`config.mk`:
```
export PLATFORM = sky130hd
export DESIGN_NAME = serial_subtractor
export DESIGN_NICKNAME = d
export VERILOG_FILES = /design/src/rtl/serial_subtractor.sv
export SDC_FILE = /design/constraint.sdc
export NUM_CORES = 1
export LEC_CHECK = 0
export BUFFER_PORTS_ARGS = -buffer_cell sky130_fd_sc_hd__buf_2
export CORE_MARGIN = 2
export CORE_UTILIZATION = 54
export CTS_CLUSTER_DIAMETER = 60
export DETAILED_ROUTE_END_ITERATION = 7
export PLACE_DENSITY_LB_ADDON = 0.05
export SKIP_CTS_REPAIR_TIMING = 1
export SLEW_MARGIN = 40
export SYNTH_ARGS = -nofsm -noshare
export SYNTH_HDL_FRONTEND = slang
export SYNTH_SLANG_ARGS = --single-unit
```
`constraint.sdc`:
```
create_clock -name clk -period 2.15 [get_ports clk]
set_input_delay 0.3225 -clock clk [delete_from_list [all_inputs] [get_ports clk]]
set_output_delay 0.3225 -clock clk [all_outputs]
set_load 0.02 [all_outputs]
```
`src/rtl/serial_subtractor.sv`:
```
// Bit-serial two's-complement subtractor: diff = a - b, LSB first, one bit per clock.
// A single full-subtractor cell and one borrow flop are reused WIDTH times.
//
// Ports:
//   clk    rising-edge clock
//   rst    asynchronous, active-high reset
//   start  operation request, sampled only while idle
//   a, b   minuend / subtrahend, captured when start is accepted
//   diff   registered result (a - b) mod 2^WIDTH
//   bout   final borrow, 1 iff a < b (unsigned)
//   zero   1 iff diff == 0, registered together with diff
//   busy   1 while an operation is in flight (SHIFT or DONE)
//   done   one-cycle pulse when diff/bout/zero have just been updated
module serial_subtractor #(
  parameter int unsigned WIDTH = 8
) (
  input  logic             clk,
  input  logic             rst,
  input  logic             start,
  input  logic [WIDTH-1:0] a,
  input  logic [WIDTH-1:0] b,
  output logic [WIDTH-1:0] diff,
  output logic             bout,
  output logic             zero,
  output logic             busy,
  output logic             done
);

  localparam int unsigned     CntW    = (WIDTH > 1) ? $clog2(WIDTH) : 1;
  localparam logic [CntW-1:0] CntLast = CntW'(WIDTH - 1);

  typedef enum logic [1:0] {
    StIdle,
    StShift,
    StDone
  } state_e;

  state_e           state_q, state_d;
  logic [WIDTH-1:0] a_sr_q, a_sr_d;
  logic [WIDTH-1:0] b_sr_q, b_sr_d;
  logic [WIDTH-1:0] r_sr_q, r_sr_d;
  logic             borrow_q, borrow_d;
  logic [CntW-1:0]  cnt_q, cnt_d;
  logic [WIDTH-1:0] diff_q, diff_d;
  logic             bout_q, bout_d;
  logic             zero_q, zero_d;

  // Full-subtractor cell on the current LSBs.
  logic             bit_a, bit_b, bit_d, borrow_nx;
  logic [WIDTH-1:0] r_nx;

  always_comb begin
    bit_a     = a_sr_q[0];
    bit_b     = b_sr_q[0];
    bit_d     = bit_a ^ bit_b ^ borrow_q;
    borrow_nx = (~bit_a & bit_b) | (~(bit_a ^ bit_b) & borrow_q);
    // Result bits enter at the MSB so that after WIDTH shifts bit 0 sits at the LSB.
    r_nx      = {bit_d, r_sr_q[WIDTH-1:1]};
  end

  always_comb begin
    state_d  = state_q;
    a_sr_d   = a_sr_q;
    b_sr_d   = b_sr_q;
    r_sr_d   = r_sr_q;
    borrow_d = borrow_q;
    cnt_d    = cnt_q;
    diff_d   = diff_q;
    bout_d   = bout_q;
    zero_d   = zero_q;

    unique case (state_q)
      StIdle: begin
        if (start) begin
          a_sr_d   = a;
          b_sr_d   = b;
          borrow_d = 1'b0;
          cnt_d    = '0;
          state_d  = StShift;
        end
      end
      StShift: begin
        a_sr_d   = a_sr_q >> 1;
        b_sr_d   = b_sr_q >> 1;
        r_sr_d   = r_nx;
        borrow_d = borrow_nx;
        if (cnt_q == CntLast) begin
          // Last bit: publish the complete result, including the bit computed now.
          diff_d  = r_nx;
          bout_d  = borrow_nx;
          zero_d  = (r_nx == '0);
          state_d = StDone;
        end else begin
          cnt_d = cnt_q + CntW'(1);
        end
      end
      StDone: begin
        state_d = StIdle;
      end
      default: begin
        state_d = StIdle;
      end
    endcase
  end

  always_ff @(posedge clk or posedge rst) begin
    if (rst) begin
      state_q  <= StIdle;
      a_sr_q   <= '0;
      b_sr_q   <= '0;
      r_sr_q   <= '0;
      borrow_q <= 1'b0;
      cnt_q    <= '0;
      diff_q   <= '0;
      bout_q   <= 1'b0;
      zero_q   <= 1'b0;
    end else begin
      state_q  <= state_d;
      a_sr_q   <= a_sr_d;
      b_sr_q   <= b_sr_d;
      r_sr_q   <= r_sr_d;
      borrow_q <= borrow_d;
      cnt_q    <= cnt_d;
      diff_q   <= diff_d;
      bout_q   <= bout_d;
      zero_q   <= zero_d;
    end
  end

  assign diff = diff_q;
  assign bout = bout_q;
  assign zero = zero_q;
  // DONE lasts exactly one cycle, so the pulse is a state decode.
  assign busy = (state_q != StIdle);
  assign done = (state_q == StDone);

endmodule

```
==> impl_metrics.tcl, run 1 <==
set metrics [dict create \
    synth.ff_latch_count 39 \
    status "complete, no violations" \
    sw_frac_of_total 0.354 \
    largest_fanout_on_the_critical_path 15 \
    coreArea_um2 3030 \
    worst-endpoint-arrival_ns 1.51 \
    synth_area_um2 1720 \
    finalSetupTns_ns 0 \
    share_of_the_synthesized_area_in_compound_gates_ao_oa_aoi_oai 0.154 \
    yosys_warns 0 \
    comb_power_share 0.399 \
    layout_worst_path_cycle_share 0.852 \
    slew_violations 0 \
    finalWorstPathRequiredPeriod_ns 1.83 \
    ctsRootBufferMaster "sky130_fd_sc_hd__clkbuf_4" \
    drt_first_iter_violations 44 \
    core.rowCount 20 \
    first_global_vias 1125 \
    design.portCount 31 \
    cp.required_ns 1.83 \
    fmaxAchievable_mhz 546 \
    grt_pass1_wl_mm 4.97 \
    synthCells 143 \
    power_report.internal_total_mw 1.70 \
    total_routed_wirelength_mm 2.82 \
    htree_num_levels 2 \
    grt_start_max_net_pins 40 \
    clkTransAtPathRegs_ns 0.10 \
    drt_pass1_iterations 4 \
    rsz0062_at_grt "no" \
    post_synth_fa_ha_maj_area_fraction 0.0262 \
    r2r_cells 4 \
    hold_path_class "in -> async" \
    post_synth_net_total 165 \
    startpoint_to_endpoint_class_of_the_critical_path "reg -> out" \
    post_synth.cell_area_avg_um2 12.0 \
    fp.dieH_um 60.4 \
    p_seq_frac 0.480 \
    fillerInstances 248 \
    area_growth_pct 12.5 \
    route.antenna.remaining_nets 0 \
    synth_mux_area_frac 0.116 \
    net_sw_power_uw 935 \
    detail_route.wl_per_cell_um 12.9 \
    crit_slowest_cell "sky130_fd_sc_hd__dfrtp_1" \
    synth_top_family_by_area "compound AO/OA/AOI/OAI gates" \
    cap_viol_max_count 0 \
    timing.critical_path.slowest_cell_delay_ns 0.58 \
    clock_insertion_delay_worst_skew_ns 0.32 \
    start_util 0.567 \
    gr-usage-all-layers 0.183 \
    setup.worst_path.end_class "output port" \
    total_count_of_hold_check_failures_in_the_final_report 0 \
    vdd_drop_max_v 0.000573 \
    layout-drive-gt1-share 0.333 \
    synthSimpleGateAreaFrac 0.0802 \
    initial_antenna_violation_count 0 \
    fin_nets 197 \
    drt-vias-per-instance 5.29 \
    synth_top_flop_cell "sky130_fd_sc_hd__dfrtp_1" \
    power.share.clock 0.121 \
    gr-total-overflow 0 \
    detailroute.via_count 1154 \
    place.port_buffers 30 \
    crit_start_category "flop" \
    finalNonFillerCells 218 \
    transition_time_at_the_pin_with_the_least_slew_margin_ns 0.470 \
    place_hpwl_mm 2.02 \
    slew_headroom 0.687 \
    die_area_um2 3650 \
    cts_sinks 39 \
    finalSetupViolations 0 \
    gp_routability_congestion 0.717 \
    synthXorXnorAreaFrac 0 \
    antennaDiodeCount 0 \
    cellLeakagePower_nw 0.940 \
    number_of_cts_inserted_buffers 5 \
    max-clock-path-buffers 2 \
    synth-seq-area-share 0.569 \
    number_of_enable_flip_flop_cells_after_synthesis 0 \
    die-width_um 60.4 \
    whs_ns 0.0992 \
    cellPowerDensity_nw_per_um2 1370 \
    tritoncts_clock_tree "done" \
    placed_cells_incl_taps 212 \
    synth_cell_types 24 \
    crit_chain "buf_4 > nor2_1 > inv_1 > buf_2" \
    async_flop_share 1.00 \
    drcViolationCount 0 \
    finalClockSkew_ns 0.00683 \
]
## routing by layer
| metal | vias up | GRT usage | part of all wire |
|---|---|---|---|
| li1 | 573 | - | - |
| met1 | 550 | 0.239 | 0.46 |
| met2 | 26 | 0.300 | 0.48 |
| met3 | 5 | 0.0384 | 0.040 |
| met4 | 0 | 0.0762 | 0.013 |
| met5 | - | 0 | 0 |
## cell type report
cell class	count	area, um2	area share
sequential	39	976	0.505
multi-input combinational	87	646	0.334
timing repair buffer	35	188	0.0972
tap	44	55.1	0.0285
clock buffer	6	41.3	0.0214
inverter	7	26.3	0.0136
## state kept, by name (all words and copies together) (netlist names)
register,flops
borrow_q,1
state_q,2
r_sr_q,7
zero,1
cnt_q,3
a_sr_q,8
bout,1
diff,8
b_sr_q,8
## worst max-delay path: cells and delay by family, from the launching register on
| kind | cells | cell delay [ns] |
|---|---|---|
| buffers and inverters | 3 | 0.51 |
| flip-flops | 1 | 0.58 |
| AND/OR/NAND/NOR | 1 | 0.09 |
## final timing paths
check | startpoint | end | slack (ns)
max | state_q[0] | busy | 0.32
min | rst | b_sr_q[1] | 0.1
max reg2reg | cnt_q[0] | diff[6] | 0.45
min reg2reg | bout | bout | 0.49
max in group asynchronous | rst | r_sr_q[3] | 1.72
min in group clk | b[7] | b_sr_q[7] | 0.25
## cells in the mapped netlist (2+ instances only)
| library cell | n | share of area |
|---|---|---|
| sky130_fd_sc_hd__a32o_1 | 2 | 0.012 |
| sky130_fd_sc_hd__nor2b_1 | 2 | 0.0073 |
| sky130_fd_sc_hd__buf_4 | 3 | 0.013 |
| sky130_fd_sc_hd__a21oi_1 | 2 | 0.0058 |
| sky130_fd_sc_hd__o21ai_0 | 16 | 0.047 |
| sky130_fd_sc_hd__nand2_1 | 18 | 0.039 |
| sky130_fd_sc_hd__a22oi_1 | 13 | 0.057 |
| sky130_fd_sc_hd__buf_6 | 2 | 0.013 |
| sky130_fd_sc_hd__ha_1 | 2 | 0.015 |
| sky130_fd_sc_hd__inv_1 | 7 | 0.015 |
| sky130_fd_sc_hd__dfrtp_1 | 39 | 0.57 |
| sky130_fd_sc_hd__nor4_1 | 2 | 0.0073 |
| sky130_fd_sc_hd__mux2_2 | 11 | 0.072 |
| sky130_fd_sc_hd__a22o_1 | 5 | 0.026 |
| sky130_fd_sc_hd__mux2_4 | 5 | 0.044 |
| sky130_fd_sc_hd__nor2_1 | 3 | 0.0066 |
| sky130_fd_sc_hd__buf_2 | 4 | 0.012 |
## kinds of logic after synthesis
logic type / after synthesis
AO/OA/AOI/OAI: 40
AND/OR/NAND/NOR: 28
flip-flops: 39
buffers and inverters: 17
multiplexers: 16
adder cells (fa/ha/maj): 3
## cell usage in the layout, fill, tap and decap left out, drive strengths merged
cell type  Yosys  layout
dfrtp         39      39
buf            9      35
nand2         18      18
o21ai         17      17
mux2          16      16
a22oi         13      13
inv            7       7
clkbuf         1       6
a22o           5       5
nor2           3       3
nor2b          3       3
nor4           2       2
a32o           2       2
a21oi          2       2
ha             2       2
nand3b         1       1
o21bai         1       1
and3b          1       1
fa             1       1
## stage by stage
stage               worst slack, ns  instance area (um2)   util  total power [mW]
floorplan                     0.638                 1720      -              2.10
global placement              0.519                 1890  0.624              2.30
detailed placement            0.457                 1890  0.624              2.36
CTS                           0.288                 1930  0.638              2.68
global route                  0.192                 1930  0.638              2.87
finish                        0.318                 1930  0.638              2.64
## power by group through the flow
stage	Combinational [mW]	Clock [mW]	Sequential (mW)
floorplan	0.792	0	1.31
global placement	1.03	0	1.27
detailed placement	1.07	0	1.29
CTS	1.07	0.335	1.27
global route	1.19	0.367	1.31
finish	1.05	0.320	1.26
(Power assumes the default switching activity.)
==> run 2, diff against run 1 <==
PLACE_DENSITY_LB_ADDON = 0.08   (was 0.05)
==> impl_metrics.tcl, run 2 (same netlist as run 1, synthesis figures left out) <==
set metrics [dict create \
    setup.worst_path.end_class "output port" \
    design.portCount 31 \
    ff2ff_setup_slack_ns 0.46 \
    drt-vias-per-instance 5.30 \
    core.rowCount 20 \
    finalClockSkew_ns 0.00397 \
    finalWorstPathRequiredPeriod_ns 1.79 \
    layout-drive-gt1-share 0.341 \
    drcViolationCount 0 \
    place_hpwl_mm 2.03 \
    transition_time_at_the_pin_with_the_least_slew_margin_ns 0.475 \
    htree_num_levels 2 \
    number_of_cts_inserted_buffers 5 \
    cp.required_ns 1.83 \
    gp_routability_congestion 0.711 \
    hold_path_class "in -> async" \
    startpoint_to_endpoint_class_of_the_critical_path "reg -> out" \
    grt_pass1_wl_mm 4.93 \
    layout_worst_path_cycle_share 0.833 \
    drt_pass1_iterations 4 \
    cap_viol_max_count 0 \
    timing.final.ws_setup_ns 0.359 \
    largest_fanout_on_the_critical_path 12 \
    first_global_vias 1143 \
    timing.critical_path.from "state_q[1]" \
    die_area_um2 3650 \
    regToRegStartpoint "cnt_q[0]" \
    worstReg2RegEnd "diff[4]" \
    crit_start_category "flop" \
    clock_insertion_delay_worst_skew_ns 0.34 \
    most_common_library_cell_in_the_layout_ignoring_fill_and_taps "sky130_fd_sc_hd__dfrtp_1" \
    status "complete, no violations" \
    cellPowerDensity_nw_per_um2 1400 \
    placed_cells_incl_taps 212 \
    max-clock-path-buffers 2 \
    total_routed_wirelength_mm 2.88 \
    fin_nets 197 \
    finalSetupTns_ns 0 \
    gr-usage-all-layers 0.188 \
    cellLeakagePower_nw 0.954 \
    clkTransAtPathRegs_ns 0.11 \
    start_util 0.567 \
    rsz0062_at_grt "no" \
    slew_violations 0 \
    slew_headroom 0.683 \
    finalNonFillerCells 220 \
    die-width_um 60.4 \
    grt_start_max_net_pins 40 \
    tritoncts_clock_tree "done" \
    total_count_of_hold_check_failures_in_the_final_report 0 \
    tot_pwr_mw 2.74 \
    placement.setup.worst_slack_ns 0.466 \
    initial_antenna_violation_count 0 \
    fmaxAchievable_mhz 558 \
    coreArea_um2 3030 \
    r2r_cells 4 \
    place.port_buffers 30 \
    antennaDiodeCount 0 \
    vdd_drop_max_v 0.000660 \
    ctsRootBufferMaster "sky130_fd_sc_hd__clkbuf_4" \
    route.antenna.remaining_nets 0 \
    area_growth_pct 14.1 \
    gr-total-overflow 0 \
    fp.dieH_um 60.4 \
    most-common-layout-cells "sky130_fd_sc_hd__dfrtp_1 (39), sky130_fd_sc_hd__buf_2 (30), sky130_fd_sc_hd__nand2_1 (18)" \
    cts_sinks 39 \
    detail_route.wl_per_cell_um 13.1 \
    drt_first_iter_violations 46 \
    detailroute.via_count 1165 \
    finalSetupViolations 0 \
    worst-endpoint-arrival_ns 1.47 \
]
-- run 2: worst max-delay path, stage by stage (launching register included) --
cell                      delay, ns
sky130_fd_sc_hd__dfrtp_1       0.50
sky130_fd_sc_hd__buf_4         0.23
sky130_fd_sc_hd__nor2_1        0.18
sky130_fd_sc_hd__inv_1         0.05
sky130_fd_sc_hd__buf_2         0.15
-- run 2: how the worst max path moves through the flow --
stage | end | slack (ns) | depth (start not counted)
after floorplan | diff[0] | 0.64 | 5
after global placement | diff[6] | 0.52 | 4
after detailed placement | diff[4] | 0.47 | 4
after CTS | busy | 0.35 | 4
after global routing | busy | 0.23 | 4
final | busy | 0.36 | 4
-- run 2: power breakdown --
part / total (mW) / internal (mW) / switching [mW]
Combinational: 1.05 / 0.543 / 0.506
Sequential: 1.27 / 1.04 / 0.227
Clock: 0.420 / 0.192 / 0.228
Total: 2.74 / 1.78 / 0.961
-- run 2: metrics by stage --
stage	hold WS, ns	area, um2	utilization
4_1_cts	0.0830	1960	0.647
3_3_place_gp	0.450	1890	0.624
5_1_grt	0.0968	1960	0.647
2_1_floorplan	0.450	1720	-
6_report	0.0681	1960	0.647
3_5_place_dp	0.462	1890	0.624
-- run 2: area by class of cell --
cell class,count,area (um2)
fill,256,1070
sequential,39,976
multi-input combinational,87,646
timing repair buffer,35,188
clock buffer,8,68.8
tap,44,55.1
inverter,7,26.3
-- run 2: routing by layer --
metal / global-route usage / wire length (um) / vias up
li1: - / - / 569
met1: 0.225 / 1280 / 560
met2: 0.312 / 1410 / 29
met3: 0.0512 / 131 / 7
met4: 0.0952 / 55 / 0
met5: 0 / 0 / -
==> run 3, diff against run 2 <==
CORE_UTILIZATION = 49   (was 54)
clock period = 1.6 ns   (was 2.15 ns; I/O delays follow)
==> impl_metrics.tcl, run 3 (same netlist as run 1, synthesis figures left out) <==
set metrics [dict create \
    cp.required_ns 1.83 \
    finalSetupTns_ns 0 \
    ctsRootBufferMaster "sky130_fd_sc_hd__clkbuf_4" \
    final_design_instance_area_without_fill_um2 2020 \
    detailroute.via_count 1176 \
    finalNonFillerCells 226 \
    htree_num_levels 2 \
    timing.critical_path.slowest_cell_delay_ns 0.42 \
    slew_headroom 0.553 \
    vdd_drop_max_v 0.000800 \
    clock_insertion_delay_worst_skew_ns 0.33 \
    grt_start_max_net_pins 40 \
    transition_time_at_the_pin_with_the_least_slew_margin_ns 0.669 \
    crit_slowest_cell "sky130_fd_sc_hd__dfrtp_1" \
    antennaDiodeCount 0 \
    gp_routability_congestion 0.759 \
    tritoncts_clock_tree "done" \
    number_of_cts_inserted_buffers 5 \
    fillerInstances 318 \
    placement.setup.worst_slack_ns -0.0131 \
    startpoint_to_endpoint_class_of_the_critical_path "reg -> reg" \
    finalWorstPathRequiredPeriod_ns 1.56 \
    rsz0062_at_grt "yes" \
    whs_ns -0.00313 \
    status "finished, violations left" \
    most_common_library_cell_in_the_layout_ignoring_fill_and_taps "sky130_fd_sc_hd__dfrtp_1" \
    clkTransAtPathRegs_ns 0.11 \
    drt_pass1_iterations 3 \
    most-common-layout-cells "sky130_fd_sc_hd__dfrtp_1 (38), sky130_fd_sc_hd__buf_2 (30), sky130_fd_sc_hd__nand2_1 (18)" \
    start_util 0.510 \
    cellLeakagePower_nw 0.987 \
    die-width_um 63.2 \
    worstPathBufferInverterCount 1 \
    gr-total-overflow 0 \
    fp.dieH_um 63.2 \
    hold_path_class "in -> async" \
    die_area_um2 3990 \
    place_hpwl_mm 2.03 \
    route.antenna.remaining_nets 0 \
    timing.final.ws_setup_ns 0.0435 \
    dpl-instance-area_um2 1910 \
    cap_viol_max_count 0 \
    slew_violations 0 \
    finalSetupViolations 0 \
    place.port_buffers 30 \
    crit_chain "ha_1 > ha_1 > buf_4 > a22o_1 > a22o_1" \
    failed_checks "hold timing" \
    worst-endpoint-arrival_ns 1.79 \
    coreArea_um2 3360 \
    total_routed_wirelength_mm 2.97 \
    cellPowerDensity_nw_per_um2 1850 \
    crit_family "compound AO/OA/AOI/OAI gates" \
    finalClockSkew_ns 0.00288 \
    max-clock-path-buffers 2 \
    core.rowCount 21 \
    layout-drive-gt1-share 0.378 \
    register_area_um2 977 \
    fin_nets 201 \
    cts_sinks 39 \
    drt_first_iter_violations 34 \
    detail_route.wl_per_cell_um 13.2 \
    drt-vias-per-instance 5.20 \
    placed_cells_incl_taps 216 \
    initial_antenna_violation_count 0 \
    drcViolationCount 0 \
    grt_pass1_wl_mm 5.27 \
    layout_worst_path_cycle_share 0.973 \
    fmaxAchievable_mhz 642 \
    multi_input_comb_area_um2 671 \
    gr-usage-all-layers 0.171 \
    crit_start_category "flop" \
    design.portCount 31 \
    setup.worst_path.end_class "flop" \
    largest_fanout_on_the_critical_path 5 \
    first_global_vias 1137 \
    area_growth_pct 17.8 \
    total_count_of_hold_check_failures_in_the_final_report 7 \
]
==> run 3: stage by stage <==
step            util  total power [mW]
3_5_place_dp   0.567              3.18
4_1_cts        0.588              3.75
5_1_grt        0.601              4.06
3_3_place_gp   0.567              3.11
2_1_floorplan      -              2.82
6_report       0.601              3.75
==> run 3: final cells by class <==
cell class	instances	area share
sequential	39	0.483
timing repair buffer	39	0.110
tap	46	0.0285
clock buffer	8	0.0340
inverter	7	0.0130
multi-input combinational	87	0.332
==> run 3: path summary, 6_finish.rpt <==
check | start | endpoint | slack, ns | cells after the start
setup / recovery | cnt_q[0] | cnt_q[2] | 0.04 | 5
hold / removal | rst | borrow_q | -0.003 | 3
setup reg to reg | cnt_q[0] | cnt_q[2] | 0.04 | 5
hold reg to reg | zero | zero | 0.48 | 2
max in group asynchronous | rst | state_q[1] | 1.25 | 3
min in group clk | a[7] | a_sr_q[7] | 0.15 | 2
==> run 3: worst register-to-register path, stage by stage, from the launching register on <==
cell                      delay [ns]
sky130_fd_sc_hd__dfrtp_1        0.42
sky130_fd_sc_hd__ha_1           0.21
sky130_fd_sc_hd__ha_1           0.22
sky130_fd_sc_hd__buf_4          0.17
sky130_fd_sc_hd__a22o_1         0.22
sky130_fd_sc_hd__a22o_1         0.22
==> run 3: where the power goes <==
part / leakage (nW) / total, mW / internal [mW] / switching (mW)
logic: 0.458 / 1.51 / 0.761 / 0.751
registers: 0.491 / 1.67 / 1.40 / 0.272
clock network: 0.0386 / 0.561 / 0.259 / 0.302
total: 0.987 / 3.75 / 2.42 / 1.33
==> run 3: per-layer routing <==
layer  part of all wire  vias to the layer above  GRT usage
met3              0.051                        5     0.0589
met1               0.45                      570      0.219
met2               0.49                       26      0.273
li1                   -                      575          -
met5                  0                        -          0
met4              0.015                        0     0.0598
